===== src/rtl/fetch_sequencer_if.sv =====
// Instruction-memory handshake between the fetch sequencer (master) and IM (slave).
// imem_addr is held stable while imem_req=1 and imem_ready=0.
interface fetch_sequencer_if;
    logic        imem_req;
    logic [31:0] imem_addr;
    logic        imem_ready;
    logic [31:0] imem_rdata;

    modport master (
        output imem_req,
        output imem_addr,
        input  imem_ready,
        input  imem_rdata
    );

    modport slave (
        input  imem_req,
        input  imem_addr,
        output imem_ready,
        output imem_rdata
    );
endinterface


===== src/rtl/fetch_sequencer.sv =====
// F-stage PC, IF/ID register and IM fetch sequencing with a one-entry skid buffer.
// D-stage redirects honour the MIPS branch delay slot.
module fetch_sequencer #(
    parameter logic [31:0] RESET_PC = 32'h0000_3000
) (
    input  logic                      clk,
    input  logic                      reset,
    input  logic                      stall,
    input  logic [1:0]                pc_op,
    input  logic [31:0]               target_reg,
    input  logic [31:0]               target_imm,
    fetch_sequencer_if.master         imem,
    output logic [31:0]               instr_D,
    output logic [31:0]               pc_D,
    output logic [31:0]               pc4_D,
    output logic                      valid_D
);

    typedef enum logic [1:0] {
        BOOT,
        FETCH,
        HOLD
    } state_t;

    state_t      state;
    logic        req;
    logic [31:0] pc;
    logic [31:0] buf_instr;
    logic [31:0] buf_pc;
    logic        pend_valid;
    logic [31:0] pend_pc;

    logic        deliver;
    logic [31:0] dlv_word;
    logic [31:0] dlv_pc;
    logic        redirect;
    logic [31:0] target;
    logic [31:0] pc_adv;

    assign imem.imem_req  = req;
    assign imem.imem_addr = pc;
    assign pc4_D          = pc_D + 32'd4;

    always_comb begin
        deliver  = 1'b0;
        dlv_word = buf_instr;
        dlv_pc   = buf_pc;
        case (state)
            FETCH: begin
                deliver  = imem.imem_ready && !stall;
                dlv_word = imem.imem_rdata;
                dlv_pc   = pc;
            end
            HOLD:    deliver = !stall;
            default: deliver = 1'b0;
        endcase

        redirect = valid_D && !stall && (pc_op != 2'b00);
        case (pc_op)
            2'b01:   target = target_reg;
            2'b10:   target = target_imm;
            default: target = RESET_PC;
        endcase

        // A redirect parked behind the delay slot wins over one arriving now.
        if (pend_valid)
            pc_adv = pend_pc;
        else if (redirect)
            pc_adv = target;
        else
            pc_adv = pc + 32'd4;
    end

    always_ff @(posedge clk) begin
        if (!reset) begin
            state      <= BOOT;
            req        <= 1'b0;
            pc         <= RESET_PC;
            buf_instr  <= '0;
            buf_pc     <= '0;
            pend_valid <= 1'b0;
            pend_pc    <= '0;
            instr_D    <= '0;
            pc_D       <= '0;
            valid_D    <= 1'b0;
        end else begin
            case (state)
                BOOT: begin
                    state <= FETCH;
                    req   <= 1'b1;
                end
                FETCH: begin
                    if (imem.imem_ready && stall) begin
                        buf_instr <= imem.imem_rdata;
                        buf_pc    <= pc;
                        state     <= HOLD;
                        req       <= 1'b0;
                    end
                end
                HOLD: begin
                    if (!stall) begin
                        state <= FETCH;
                        req   <= 1'b1;
                    end
                end
                default: begin
                    state <= BOOT;
                    req   <= 1'b0;
                end
            endcase

            if (!stall) begin
                if (deliver) begin
                    instr_D <= dlv_word;
                    pc_D    <= dlv_pc;
                    valid_D <= 1'b1;
                end else begin
                    instr_D <= '0;
                    valid_D <= 1'b0;
                end
            end

            if (deliver) begin
                pc         <= pc_adv;
                pend_valid <= 1'b0;
            end else if (redirect) begin
                pend_valid <= 1'b1;
                pend_pc    <= target;
            end
        end
    end

endmodule


===== src/flat_wrapper.sv =====
// flat-port wrapper written by rule: the top's interface ports become plain ports
module fetch_sequencer_flat 
#(
    parameter logic [31:0] RESET_PC = 32'h0000_3000
)
  (clk, reset, stall, pc_op, target_reg, target_imm, instr_D, pc_D, pc4_D, valid_D, imem_imem_req, imem_imem_addr, imem_imem_ready, imem_imem_rdata);
  fetch_sequencer_if imem_i ();
  input  logic clk;
  input  logic reset;
  input  logic stall;
  input  logic [1:0] pc_op;
  input  logic [31:0] target_reg;
  input  logic [31:0] target_imm;
  output logic [31:0] instr_D;
  output logic [31:0] pc_D;
  output logic [31:0] pc4_D;
  output logic valid_D;
  output wire logic [$bits(imem_i.imem_req)-1:0] imem_imem_req;
  output wire logic [$bits(imem_i.imem_addr)-1:0] imem_imem_addr;
  input wire logic [$bits(imem_i.imem_ready)-1:0] imem_imem_ready;
  input wire logic [$bits(imem_i.imem_rdata)-1:0] imem_imem_rdata;
  assign imem_imem_req = imem_i.imem_req;
  assign imem_imem_addr = imem_i.imem_addr;
  assign imem_i.imem_ready = imem_imem_ready;
  assign imem_i.imem_rdata = imem_imem_rdata;
  fetch_sequencer #(.RESET_PC(RESET_PC)) u_core (.clk(clk), .reset(reset), .stall(stall), .pc_op(pc_op), .target_reg(target_reg), .target_imm(target_imm), .imem(imem_i), .instr_D(instr_D), .pc_D(pc_D), .pc4_D(pc4_D), .valid_D(valid_D));
endmodule

===== config.mk =====
export PLATFORM = sky130hd
export DESIGN_NAME = fetch_sequencer_flat
export DESIGN_NICKNAME = d
export VERILOG_FILES = /design/src/rtl/fetch_sequencer_if.sv /design/src/rtl/fetch_sequencer.sv /design/src/flat_wrapper.sv
export SDC_FILE = /design/constraint.sdc
export NUM_CORES = 1
export LEC_CHECK = 0
export CAP_MARGIN = 15
export CORE_ASPECT_RATIO = 1.2
export CORE_MARGIN = 2
export CORE_UTILIZATION = 46
export DETAILED_ROUTE_END_ITERATION = 6
export PLACE_DENSITY = 0.8
export SYNTH_ARGS = -nofsm -noshare
export SYNTH_HDL_FRONTEND = slang
export SYNTH_SLANG_ARGS = --single-unit
export TNS_END_PERCENT = 1

===== constraint.sdc =====
create_clock -name clk -period 2.24 [get_ports clk]
set_input_delay 0.672 -clock clk [delete_from_list [all_inputs] [get_ports clk]]
set_output_delay 0.672 -clock clk [all_outputs]
set_load 0.01 [all_outputs]

; After elaboration in Yosys (flattened, before gate mapping)
; Index checks and enable logic that the tools add are counted.
[word_totals]
reg_bits = 197
input_bits = 102
out_inout_bits = 130
wordCells = 47
[classes]
add_sub_neg = 2
eq_ne = 6
mux = 14
n_bitwise = 3
reduce_logical = 12
[ops]
columns = cell, n
row1 = $mux 32, 5
row2 = $add 32x3->32 const B, 2
row3 = $pmux 32 s2, 1
row4 = $reduce_and 2->1, 4
row5 = $pmux 2 s3, 1
row6 = $eq 2x1->1 const B, 2
row7 = $eq 2x2->1 const B, 2
row8 = $logic_and 1x1->1, 4
row9 = $mux 2, 2
row10 = $mux 1, 3
row11 = $not 1->1, 3
row12 = $pmux 1 s3, 1
row13 = $logic_not 2->1, 1
row14 = $ne 2x1->1 const B, 1
row15 = $ne 2x2->1 const B, 1
row16 = $pmux 1 s2, 1
row17 = $reduce_bool 2->1, 1
row18 = $reduce_or 2->1, 1
row19 = $logic_not 1->1, 1

; Logic depth before layout (Yosys ltp)
; Gate-level depths: netlist of the first run.
[depth]
depth_word = 5
ltp_mapped = 10

; Worst setup path after synthesis of the first run
; Ideal clock, no wire load.
[synth_path]
path_kind = reg-to-output
start = reg u_core.pc_D[2]
end = out pc4_D[30]
t_arrival_ns = 1.960
slack_ns = -0.392
stages_incl_launch_ff = 6
path_buffers = 0
cell_sequence = dfxtp_1 ha_1 nand4_1 nor4_1 nand4_1 xnor2_1
[synth_via]
elab_chain_cells = 1
[synth_rtl]
columns = element, line
row1 = start: declaration, fetch_sequencer.sv:14  ; output logic [31:0] pc_D,
row2 = start signal: assignment, fetch_sequencer.sv:115  ; pc_D <= dlv_pc;
row3 = $add 32x3->32, fetch_sequencer.sv:42  ; assign pc4_D = pc_D + 32'd4;
row4 = end: declaration, flat_wrapper.sv:16  ; output logic [31:0] pc4_D;
; No other way between the ends.

; Worst setup path in the final report of the first run
; Same ends and word-level chain as after synthesis.

==> summary.txt, run 1 <==
Global routing
  – Gr usage total: 25.60%
  – Largest net degree at the start of global routing: 77
  – Global-route wire length before repair: 46260 um
  – Vias in the first global route: 9213
  – Congestion Overflow GR: 0
  – Initial antenna violation count: 0

STA
  – Fin crit period: 2.721 ns
  – Final setup margin: -0.4813 ns
  – Post-Route Skew: 0.01085 ns
  – Setup repair after global routing missed its margin: true
  – Final setup viols: 23
  – Slew Limit Fails: 0
  – Hold Vio Cnt, Final: 0
  – Final Cycle Share: 121.5%
  – Worst slew pin tran: 0.7489 ns
  – Fmax: 367.5 MHz
  – Slew HR: 50.07%
  – Setup TNS: -7.303 ns

Synthesis
  – Synthesized area: 9819 um2
  – Mapped Avg Cell Area: 8.217 um2
  – Ys flop type: dfxtp_1
  – EDFF count, synth: 0
  – Seq/Total Area, Yosys: 39.96%
  – Mapped Nets: 1305
  – Cell variety after synth: 65
  – Post-Syn Instances: 1195
  – Ys async rst share: 0%
  – Seq cells post-synth: 196
  – Synth Warn #: 0

Setup path
  – CP max FO: 7
  – Crit path launch type: flip-flop
  – Crit-path slowest cell: dfxtp_4
  – Crit end category: output port
  – Largest delay share family, worst path: buffers and inverters
  – Crit path DAT: 2.05 ns
  – Crit-path cells: ha_4 > nand4_1 > buf_4 > nor4_4 > buf_6 > nand4_1 > xnor2_1 > buf_2
  – Crit path top cell by count: nand4_1
  – Crit Path Class: reg2out
  – R2R setup slack: 0.10 ns
  – Largest stage delay, worst path: 0.37 ns
  – R2R cell count: 8
  – Buffers & Inverters on Critical Path: 3
  – Critical path origin: u_core.pc_D[2]
  – RR Startpoint: u_core.state[0]
  – Required time worst endpoint: 1.57 ns
  – FF-to-FF End: u_core.imem.imem_addr[31]

Floorplan
  – DIE HEIGHT: 164.1 um
  – Core region area: 20970 um2
  – Rows: 58
  – Io pins: 232
  – Effective utilization at floorplan: 46.82%
  – Die area: 22540 um2
  – Die width: 137.4 um

Clocking
  – CTS clk-pin slew, worst paths: 0.07 ns
  – Sink Count: 196
  – Worst-skew pair later-pin latency: 0.43 ns
  – Worst-case clock buffer depth: 2
  – Clock buffer count from CTS: 17
  – H-tree depth: 4
  – Clock tree from TritonCTS: yes
  – Clock root cell: clkbuf_16

Place
  – Hpwl dp: 21190 um
  – Placer congestion estimate: 0.9348
  – Port buffer count: 231
  – DP Worst Slack: -0.5315 ns

Power and ir drop
  – Power per Cell Area: 559.4 nW/um2
  – Static leakage: 0.005723 uW
  – Max VDD drop: 0.5532 mV

Cells and area
  – ANT cells: 0
  – Final nets: 1606
  – Synthesis-to-layout area growth: 42.43%
  – Layout cells sized above 1: 17.64%
  – Filler instances: 1714

Route
  – 1st-iter DRT viols: 608
  – Via count: 9758
  – Post-DR vias/cell: 5.488
  – ANT nets after route: 0
  – Detailed Route WL: 28700 um
  – Drt wl/cell: 16.14 um
  – Post-route DRC: 0
  – TritonRoute pass-1 iters: 5

Min path
  – Worst hold stages: 2
  – HP Start: u_core.instr_D[15]
  – Hold EP: u_core.instr_D[15]
  – Hold WC Path Type: reg2reg

Outcome
  – Outcome: finished with violations
  – Failing checks: setup timing

Flow run
  – MaxCap Viol Count: 0
## flip-flops by register name, indices dropped and copies added (netlist names), 2 cells and up
register	flops
u_core.buf_instr	32
u_core.buf_pc	32
u_core.imem.imem_addr	32
u_core.instr_D	32
u_core.pc_D	32
u_core.pend_pc	32
u_core.state	2
## timing repair
action | CTS | global route
resized for setup | 134 | 35
hold buffers | 0 | 0
buffers inserted | 1 | 1
setup endpoints to repair | 66 | 85
pin swaps | 12 | 9
cloned | 0 | 0
## report_power, final
part	total [uW]	switching (uW)	internal (uW)
clock	2850	1410	1450
sequential	3630	63.5	3560
combinational	1340	638	704
total	7820	2110	5720
## stage by stage
step / instances / power (uW) / utilization, % / instance area (um2) / hold WS (ns)
2_1_floorplan: 1195 / 4371 / - / 9862 / 0.4428
3_3_place_gp: 1745 / 5023 / 63.75 / 13370 / 0.4337
3_5_place_dp: 1745 / 5050 / 63.75 / 13370 / 0.4409
4_1_cts: 1777 / 7860 / 66.28 / 13900 / 0.4583
5_1_grt: 1778 / 8144 / 66.69 / 13990 / 0.4790
6_report: 1778 / 7824 / 66.69 / 13990 / 0.4541
## area by class of cell
cell class | instances | area (um2) | area share (%)
Multi-Input combinational cell | 882 | 5578 | 39.88
Sequential cell | 196 | 3956 | 28.29
Timing Repair Buffer | 378 | 3487 | 24.93
Clock buffer | 17 | 425.4 | 3.042
Tap cell | 270 | 337.8 | 2.415
Clock inverter | 14 | 122.6 | 0.8767
Inverter | 21 | 78.83 | 0.5636
## cell usage after synthesis (4+ instances only)
library cell  number  area [um2]
a211oi_1           5       37.54
and2_1            21       131.4
o31ai_1            7       52.55
xor2_1             6       52.55
nand4_1           14       87.58
ha_1               8       100.1
o22ai_1            6       37.54
nor3_1             8       40.04
mux2i_1           68       680.7
a22o_1            24       210.2
inv_1             21       78.83
or3_1              5       31.28
dfxtp_1          196        3924
a21boi_0          80       600.6
a21oi_1           23       115.1
o211ai_1          10       75.07
nand3_1           30       150.1
buf_1              7       26.28
a221oi_1           7       61.31
nor2_1            31       116.4
o21ai_0           81       405.4
xnor2_1           27       236.5
nor4_1             6       37.54
and4_1             6       52.55
o211a_1           32       320.3
nand2_1          295        1107
buf_2             19       95.09
and3_1             7       43.79
nor2b_1           10       62.56
buf_4              4       30.03
a22oi_1           17       127.6
clkbuf_1          65       244.0
nand4_2            4       50.05
## layout by cell type, fill, tap and decap left out, types with 8 or more instances in the layout
master / n
nor2b_1: 10
o211a_1: 32
dfxtp_2: 17
nand4_1: 14
inv_1: 19
xnor2_1: 25
dfxtp_1: 176
buf_2: 23
nand3_1: 27
nor2_1: 27
nand2_1: 291
and2_1: 21
buf_4: 131
o211ai_1: 10
o21ai_0: 80
a21boi_0: 77
a22o_1: 24
dlymetal6s2s_1: 8
a22oi_1: 17
a21oi_1: 23
mux2i_1: 68
buf_12: 12
clkbuf_16: 17
clkdlybuf4s50_1: 192
## worst min-delay path, delay by kind of cell, from the launching register on
| family | cells | cell delay, ns |
|---|---|---|
| simple gates | 1 | 0.04 |
| compound gates | 1 | 0.05 |
| flops | 1 | 0.33 |
## per-layer routing
metal	global-route usage, %	part of all wire, %	up-vias
li1	-	-	4787
met3	3.981	6.2	61
met1	33.53	43	4525
met5	0	0	-
met2	42.18	48	385
met4	9.981	3.1	0
## worst max path at each step
stage               cells after the start                         to
floorplan                               6                  pc4_D[31]
global placement                       10   u_core.imem.imem_addr[7]
detailed placement                     10  u_core.imem.imem_addr[14]
CTS                                     8                  pc4_D[30]
global route                            8                  pc4_D[30]
finish                                  8                  pc4_D[30]
## cells by family after synthesis
group | after synthesis | share of synthesized area (%)
and+or+nand+nor | 456 | 21.27
xor gates and xnor gates | 33 | 2.943
DFF | 196 | 39.96
muxes | 68 | 6.932
adders and majority gates | 8 | 1.019
buffers and inverters | 117 | 4.944
AOI/OAI and AO/OA | 317 | 22.94
(Power assumes the default switching activity.)
==> run 2, diff against run 1 <==
Settings changed: CAP_MARGIN 15 to 20.
==> results of run 2 <==
Same layout as run 1: the final DEF is identical, and so are final timing and power.
